## src/rtl/ccff_chain_loader_pkg.sv

```systemverilog
// Shared state encodings and word-geometry helpers for the configuration-chain loader.
// Geometry helpers are functions so each loader instance can size itself from its own parameters.
package ccff_loader_pkg;

  typedef logic [1:0] state_t;

  localparam state_t ST_IDLE  = 2'd0;
  localparam state_t ST_FETCH = 2'd1;
  localparam state_t ST_SHIFT = 2'd2;
  localparam state_t ST_DONE  = 2'd3;

  // Wide enough to hold a per-word bit limit up to 32.
  localparam int LIM_W = 6;

  localparam int DEF_CHAIN_LEN = 8;
  localparam int DEF_WORD_W    = 8;

  function automatic int last_bits(input int chain_len, input int word_w);
    return chain_len % word_w;
  endfunction

  function automatic int n_words(input int chain_len, input int word_w);
    return (chain_len + word_w - 1) / word_w;
  endfunction

  function automatic int word_limit(input int chain_len, input int word_w, input logic is_last);
    if (is_last && (last_bits(chain_len, word_w) != 0))
      return last_bits(chain_len, word_w);
    return word_w;
  endfunction

  localparam int LAST_BITS = last_bits(DEF_CHAIN_LEN, DEF_WORD_W);
  localparam int N_WORDS   = n_words(DEF_CHAIN_LEN, DEF_WORD_W);

endpackage

```

## src/rtl/ccff_chain_loader_serializer.sv

```systemverilog
// Per-word datapath: LSB-first shift register toward the chain head and readback capture from the tail.
// rb_word already includes the tail bit sampled this cycle, so the top can latch it on the final shift.
module ccff_word_serializer
  import ccff_loader_pkg::*;
#(
  parameter int WORD_W = 8
) (
  input  logic              prog_clk,
  input  logic              prog_reset,
  input  logic              load,
  input  logic              shift,
  input  logic [WORD_W-1:0] data,
  input  logic              tail,
  input  logic [LIM_W-1:0]  limit,
  output logic              head,
  output logic              word_end,
  output logic [WORD_W-1:0] rb_word
);

  logic [WORD_W-1:0] sreg;
  logic [WORD_W-1:0] rbuf;
  logic [LIM_W-1:0]  idx;

  assign head     = sreg[0];
  assign word_end = ((idx + LIM_W'(1)) == limit);

  always_comb begin
    rb_word = rbuf;
    for (int i = 0; i < WORD_W; i++) begin
      if (idx == LIM_W'(i)) rb_word[i] = tail;
    end
  end

  always_ff @(posedge prog_clk) begin
    if (prog_reset) begin
      sreg <= '0;
      rbuf <= '0;
      idx  <= '0;
    end else if (load) begin
      // Clearing rbuf keeps unshifted bits of a partial last word at zero.
      sreg <= data;
      rbuf <= '0;
      idx  <= '0;
    end else if (shift) begin
      sreg <= sreg >> 1;
      rbuf <= rb_word;
      idx  <= idx + LIM_W'(1);
    end
  end

endmodule

```

## src/rtl/ccff_chain_loader.sv

```systemverilog
// Programs one configuration-chain segment from host words and returns the displaced contents as readback.
// FSM IDLE->FETCH->SHIFT(->FETCH...)->DONE; abort wins over handshake and completion.
module ccff_chain_loader
  import ccff_loader_pkg::*;
#(
  parameter int CHAIN_LEN = 8,
  parameter int WORD_W    = 8,
  parameter int CNT_W     = 12
) (
  input  logic              prog_clk,
  input  logic              prog_reset,
  input  logic              start,
  input  logic              abort,
  input  logic [WORD_W-1:0] cfg_data,
  input  logic              cfg_valid,
  output logic              cfg_ready,
  output logic              ccff_head,
  output logic              ccff_shift_en,
  input  logic              ccff_tail,
  output logic [WORD_W-1:0] rb_data,
  output logic              rb_valid,
  output logic              busy,
  output logic              done
);

  localparam int WORDS_PER_LOAD = n_words(CHAIN_LEN, WORD_W);

  state_t            state;
  logic [CNT_W-1:0]  bit_cnt;
  logic [CNT_W-1:0]  word_cnt;
  logic              load;
  logic              shift;
  logic              word_end;
  logic              last_bit;
  logic              sreg_head;
  logic [LIM_W-1:0]  limit;
  logic [WORD_W-1:0] rb_word;

  assign cfg_ready     = (state == ST_FETCH);
  assign ccff_shift_en = (state == ST_SHIFT);
  assign busy          = (state != ST_IDLE);
  assign done          = (state == ST_DONE);
  assign ccff_head     = ccff_shift_en & sreg_head;

  assign load     = cfg_ready & cfg_valid & ~abort;
  assign shift    = ccff_shift_en & ~abort;
  assign last_bit = (bit_cnt == CNT_W'(CHAIN_LEN - 1));
  assign limit    = LIM_W'(word_limit(CHAIN_LEN, WORD_W, word_cnt == CNT_W'(WORDS_PER_LOAD - 1)));

  ccff_word_serializer #(.WORD_W(WORD_W)) u_ser (
    .prog_clk   (prog_clk),
    .prog_reset (prog_reset),
    .load       (load),
    .shift      (shift),
    .data       (cfg_data),
    .tail       (ccff_tail),
    .limit      (limit),
    .head       (sreg_head),
    .word_end   (word_end),
    .rb_word    (rb_word)
  );

  always_ff @(posedge prog_clk) begin
    if (prog_reset) begin
      state    <= ST_IDLE;
      bit_cnt  <= '0;
      word_cnt <= '0;
      rb_data  <= '0;
      rb_valid <= 1'b0;
    end else begin
      rb_valid <= 1'b0;
      case (state)
        ST_IDLE: begin
          if (start) begin
            state    <= ST_FETCH;
            bit_cnt  <= '0;
            word_cnt <= '0;
          end
        end
        ST_FETCH: begin
          if (abort) state <= ST_IDLE;
          else if (cfg_valid) state <= ST_SHIFT;
        end
        ST_SHIFT: begin
          if (abort) begin
            state <= ST_IDLE;
          end else begin
            bit_cnt <= bit_cnt + CNT_W'(1);
            if (last_bit || word_end) begin
              rb_data  <= rb_word;
              rb_valid <= 1'b1;
              word_cnt <= word_cnt + CNT_W'(1);
              state    <= last_bit ? ST_DONE : ST_FETCH;
            end
          end
        end
        ST_DONE: state <= ST_IDLE;
        default: state <= ST_IDLE;
      endcase
    end
  end

endmodule

```

## config.mk

```make
export PLATFORM = sky130hd
export DESIGN_NAME = ccff_chain_loader
export DESIGN_NICKNAME = d
export VERILOG_FILES = /design/src/rtl/ccff_chain_loader_pkg.sv /design/src/rtl/ccff_chain_loader_serializer.sv /design/src/rtl/ccff_chain_loader.sv
export SDC_FILE = /design/constraint.sdc
export NUM_CORES = 1
export LEC_CHECK = 0
export CAP_MARGIN = 20
export CORE_MARGIN = 4
export CORE_UTILIZATION = 45
export DETAILED_ROUTE_END_ITERATION = 10
export GPL_ROUTABILITY_DRIVEN = 1
export PLACE_DENSITY = 0.76
export SKIP_LAST_GASP = 1
export SLEW_MARGIN = 0
export SYNTH_ARGS = -nofsm -noshare
export SYNTH_HDL_FRONTEND = slang
export SYNTH_SLANG_ARGS = --single-unit
```

## constraint.sdc

```tcl
create_clock -name prog_clk -period 4.19 [get_ports prog_clk]
set_clock_uncertainty 0.1 [all_clocks]
set_input_delay 0.838 -clock prog_clk [delete_from_list [all_inputs] [get_ports prog_clk]]
set_output_delay 0.838 -clock prog_clk [all_outputs]
set_load 0.01 [all_outputs]
```

==> results.cfg <==
[global_route]
grt_use_total_pct = 16.1
grt_pass1_vias = 1737
antenna_found_initial = 0
grt_pass1_wl_microns = 7870
grt_overflow_total = 0
grt_max_degree = 29

[floorplanning]
coreArea_sq_um = 4690
die_w_microns = 77.6
dieHeight_microns = 77.6
die_area_sq_um = 6020
rows = 25
io_pins = 28
floorplan.initialDensity_pct = 46.4

[timing]
hold_viol_final = 0
hold_slack_ns = 0.358
relSlewSlack_pct = 42.7
fmax_ghz = 0.359
tightest_slew_ns = 0.848
fin_crit_ns = 2.78
period_share_pct = 66.4
rsz0062_at_grt = no
finalSetupViolCount = 0
report.final.slew_viol_count = 0
tns_ns = 0

[layout]
antenna_cells = 0
final_area_sq_um = 2540
final_util_pct = 54.1
nNetsFinal = 297
area_growth_pct = 16.4
drive_gt1_share_pct = 5.40
stdcell_count = 332

[placement]
place_inst = 324
place_area_sq_um = 2450
io_buffers = 27
gp_congestion = 0.812
hpwl_microns = 3140

[clocking]
clock-sinks = 45
path_clk_slew_ns = 0.08
cts_made_buffers = 5
cts_hold_buffers = 0
post_cts_buffers = 0
h-tree-depth = 2
clk_latency_ns = 0.30
root_buffer = clkbuf_8
clk_path_buf_depth = 2
post_cts_resized = 0
cts_tree = built

[worst_setup_path]
start_kind = flop
crit_chain = nor2b_1, and2_1, clkdlybuf4s50_1
cp-end-kind = output pin
cp_max_fo = 9
arrival_ns = 1.84
slowest_stage = clkdlybuf4s50_1
path_class = flop to output pin
worst-endpoint-required_ns = 3.25
critPathMaxStageDelay_ns = 0.53

[logic_synthesis]
avgSynthCellArea_sq_um = 8.48
synthSimpleGateAreaFrac_pct = 24.0
synth-seq-cells = 45
ys_types = 37
synth.largest_area_cell = dfxtp_1
synth_compound_area_share_pct = 14.8
synth_top_family_by_area = simple AND/OR/NAND/NOR gates
ys_seq_area_share_pct = 41.4
synthAdderAreaFrac_pct = 3.45
syn_area_sq_um = 2180
synthMuxAreaShare_pct = 5.05
syn_inst = 257
netlist_top_cells_area = dfxtp_1, a21oi_1, nand2_1
yosys.area_share.xor_xnor_pct = 7.18
synth_top_area_share_pct = 41.4
syn-num-nets = 277
yosysWarningCount = 0

[power]
powerDensity_nw_per_um2 = 291
p_leak_nw = 0.874
ir_worst_vdd_uv = 165

[route]
drtIter0Drc = 91
drcViolationCount = 0
antenna_left = 0
vias = 1795
viasPerCell = 5.41
avgRoutedWirePerCell_microns = 13.6
wl_microns = 4510
firstDrtPassIters = 4

[status]
status = finished clean

[min_path]
hold_path.class = flop to flop

[run]
cap_violations = 0
[final cells by class]
type | instances | area (sq um)
Fill cell | 441 | 2160
Multi-Input combinational cell | 192 | 1180
Sequential cell | 45 | 901
Timing Repair Buffer | 29 | 285
Clock buffer | 6 | 72.6
Tap cell | 54 | 67.6
Inverter | 4 | 15.0
Clock inverter | 2 | 10.0
[state kept, by name, indices dropped and copies added (netlist names)]
| signal | count |
|---|---|
| u_ser.sreg | 8 |
| u_ser.idx | 6 |
| bit_cnt | 12 |
| state | 2 |
| rb_data | 8 |
| rb_valid | 1 |
| u_ser.rbuf | 8 |
[critical path, delay by kind of cell (launching register included)]
kind	cells	cell delay [ns]
and+or+nand+nor	2	0.55
buffers and inverters	1	0.53
DFF	1	0.47
[logic make-up after synthesis]
group,count (synthesis)
and+or+nand+nor,109
AOI/OAI and AO/OA,49
DFF,45
buffers and inverters,20
xor gates and xnor gates,17
muxes,11
adders and majority gates,6
[synth_stat cells (all sizes together)]
cell type  instances
a2111oi            1
a211oi             9
a21o               2
a21oi             27
a22oi              7
a31oi              1
and2               5
and2b              1
and3               3
buf                6
clkbuf            10
dfxtp             45
ha                 6
inv                4
mux2i             11
nand2             36
nand2b             3
nand3             14
nand3b             1
nand4              4
nor2              28
nor2b              2
nor3               4
nor3b              1
nor4               3
nor4b              2
nor4bb             1
o31ai              1
o41ai              1
or2                1
xnor2              9
xor2               8
[cell usage in the layout (no fill, tap or decap), types with 3 or more instances in the layout]
master / count
a211oi_1: 9
a21oi_1: 27
a22oi_1: 7
and2_1: 5
clkbuf_8: 5
clkdlybuf4s50_1: 27
dfxtp_1: 45
ha_1: 6
inv_1: 4
mux2i_1: 11
nand2_1: 36
nand2b_1: 3
nand3_1: 14
nand4_1: 4
nor2_1: 28
nor3_1: 4
nor4_1: 3
xnor2_1: 8
xor2_1: 8
[per-layer routing]
metal,GRT usage (%),vias up,wire length (microns),share of wire [%]
met4,7.12,0,82,1.8
li1,-,929,-,-
met1,21.0,819,2160,48
met5,0,-,0,0
met2,25.6,38,2110,47
met3,3.36,9,153,3.4
[per-stage QoR]
step | power, mW | setup WS [ns]
2_1_floorplan | 0.467 | 2.19
3_3_place_gp | 0.490 | 1.49
3_5_place_dp | 0.490 | 1.49
4_1_cts | 0.747 | 1.35
5_1_grt | 0.770 | 1.32
6_report | 0.738 | 1.41
[where the power goes]
| part | switching, mW | leakage, nW | internal, mW | total (mW) |
|---|---|---|---|---|
| Sequential | 0.00377 | 0.363 | 0.430 | 0.434 |
| Clock | 0.142 | 0.0450 | 0.116 | 0.258 |
| Combinational | 0.0246 | 0.467 | 0.0217 | 0.0463 |
[worst paths after layout]
check	from	endpoint	slack (ns)	depth (start not counted)
max	state[1]	ccff_head	1.41	3
min	u_ser.rbuf[7]	u_ser.rbuf[7]	0.36	2
max reg2reg	u_ser.idx[0]	rb_data[0]	1.84	5
min reg2reg	u_ser.rbuf[7]	u_ser.rbuf[7]	0.36	2
(Power assumes the default switching activity.)
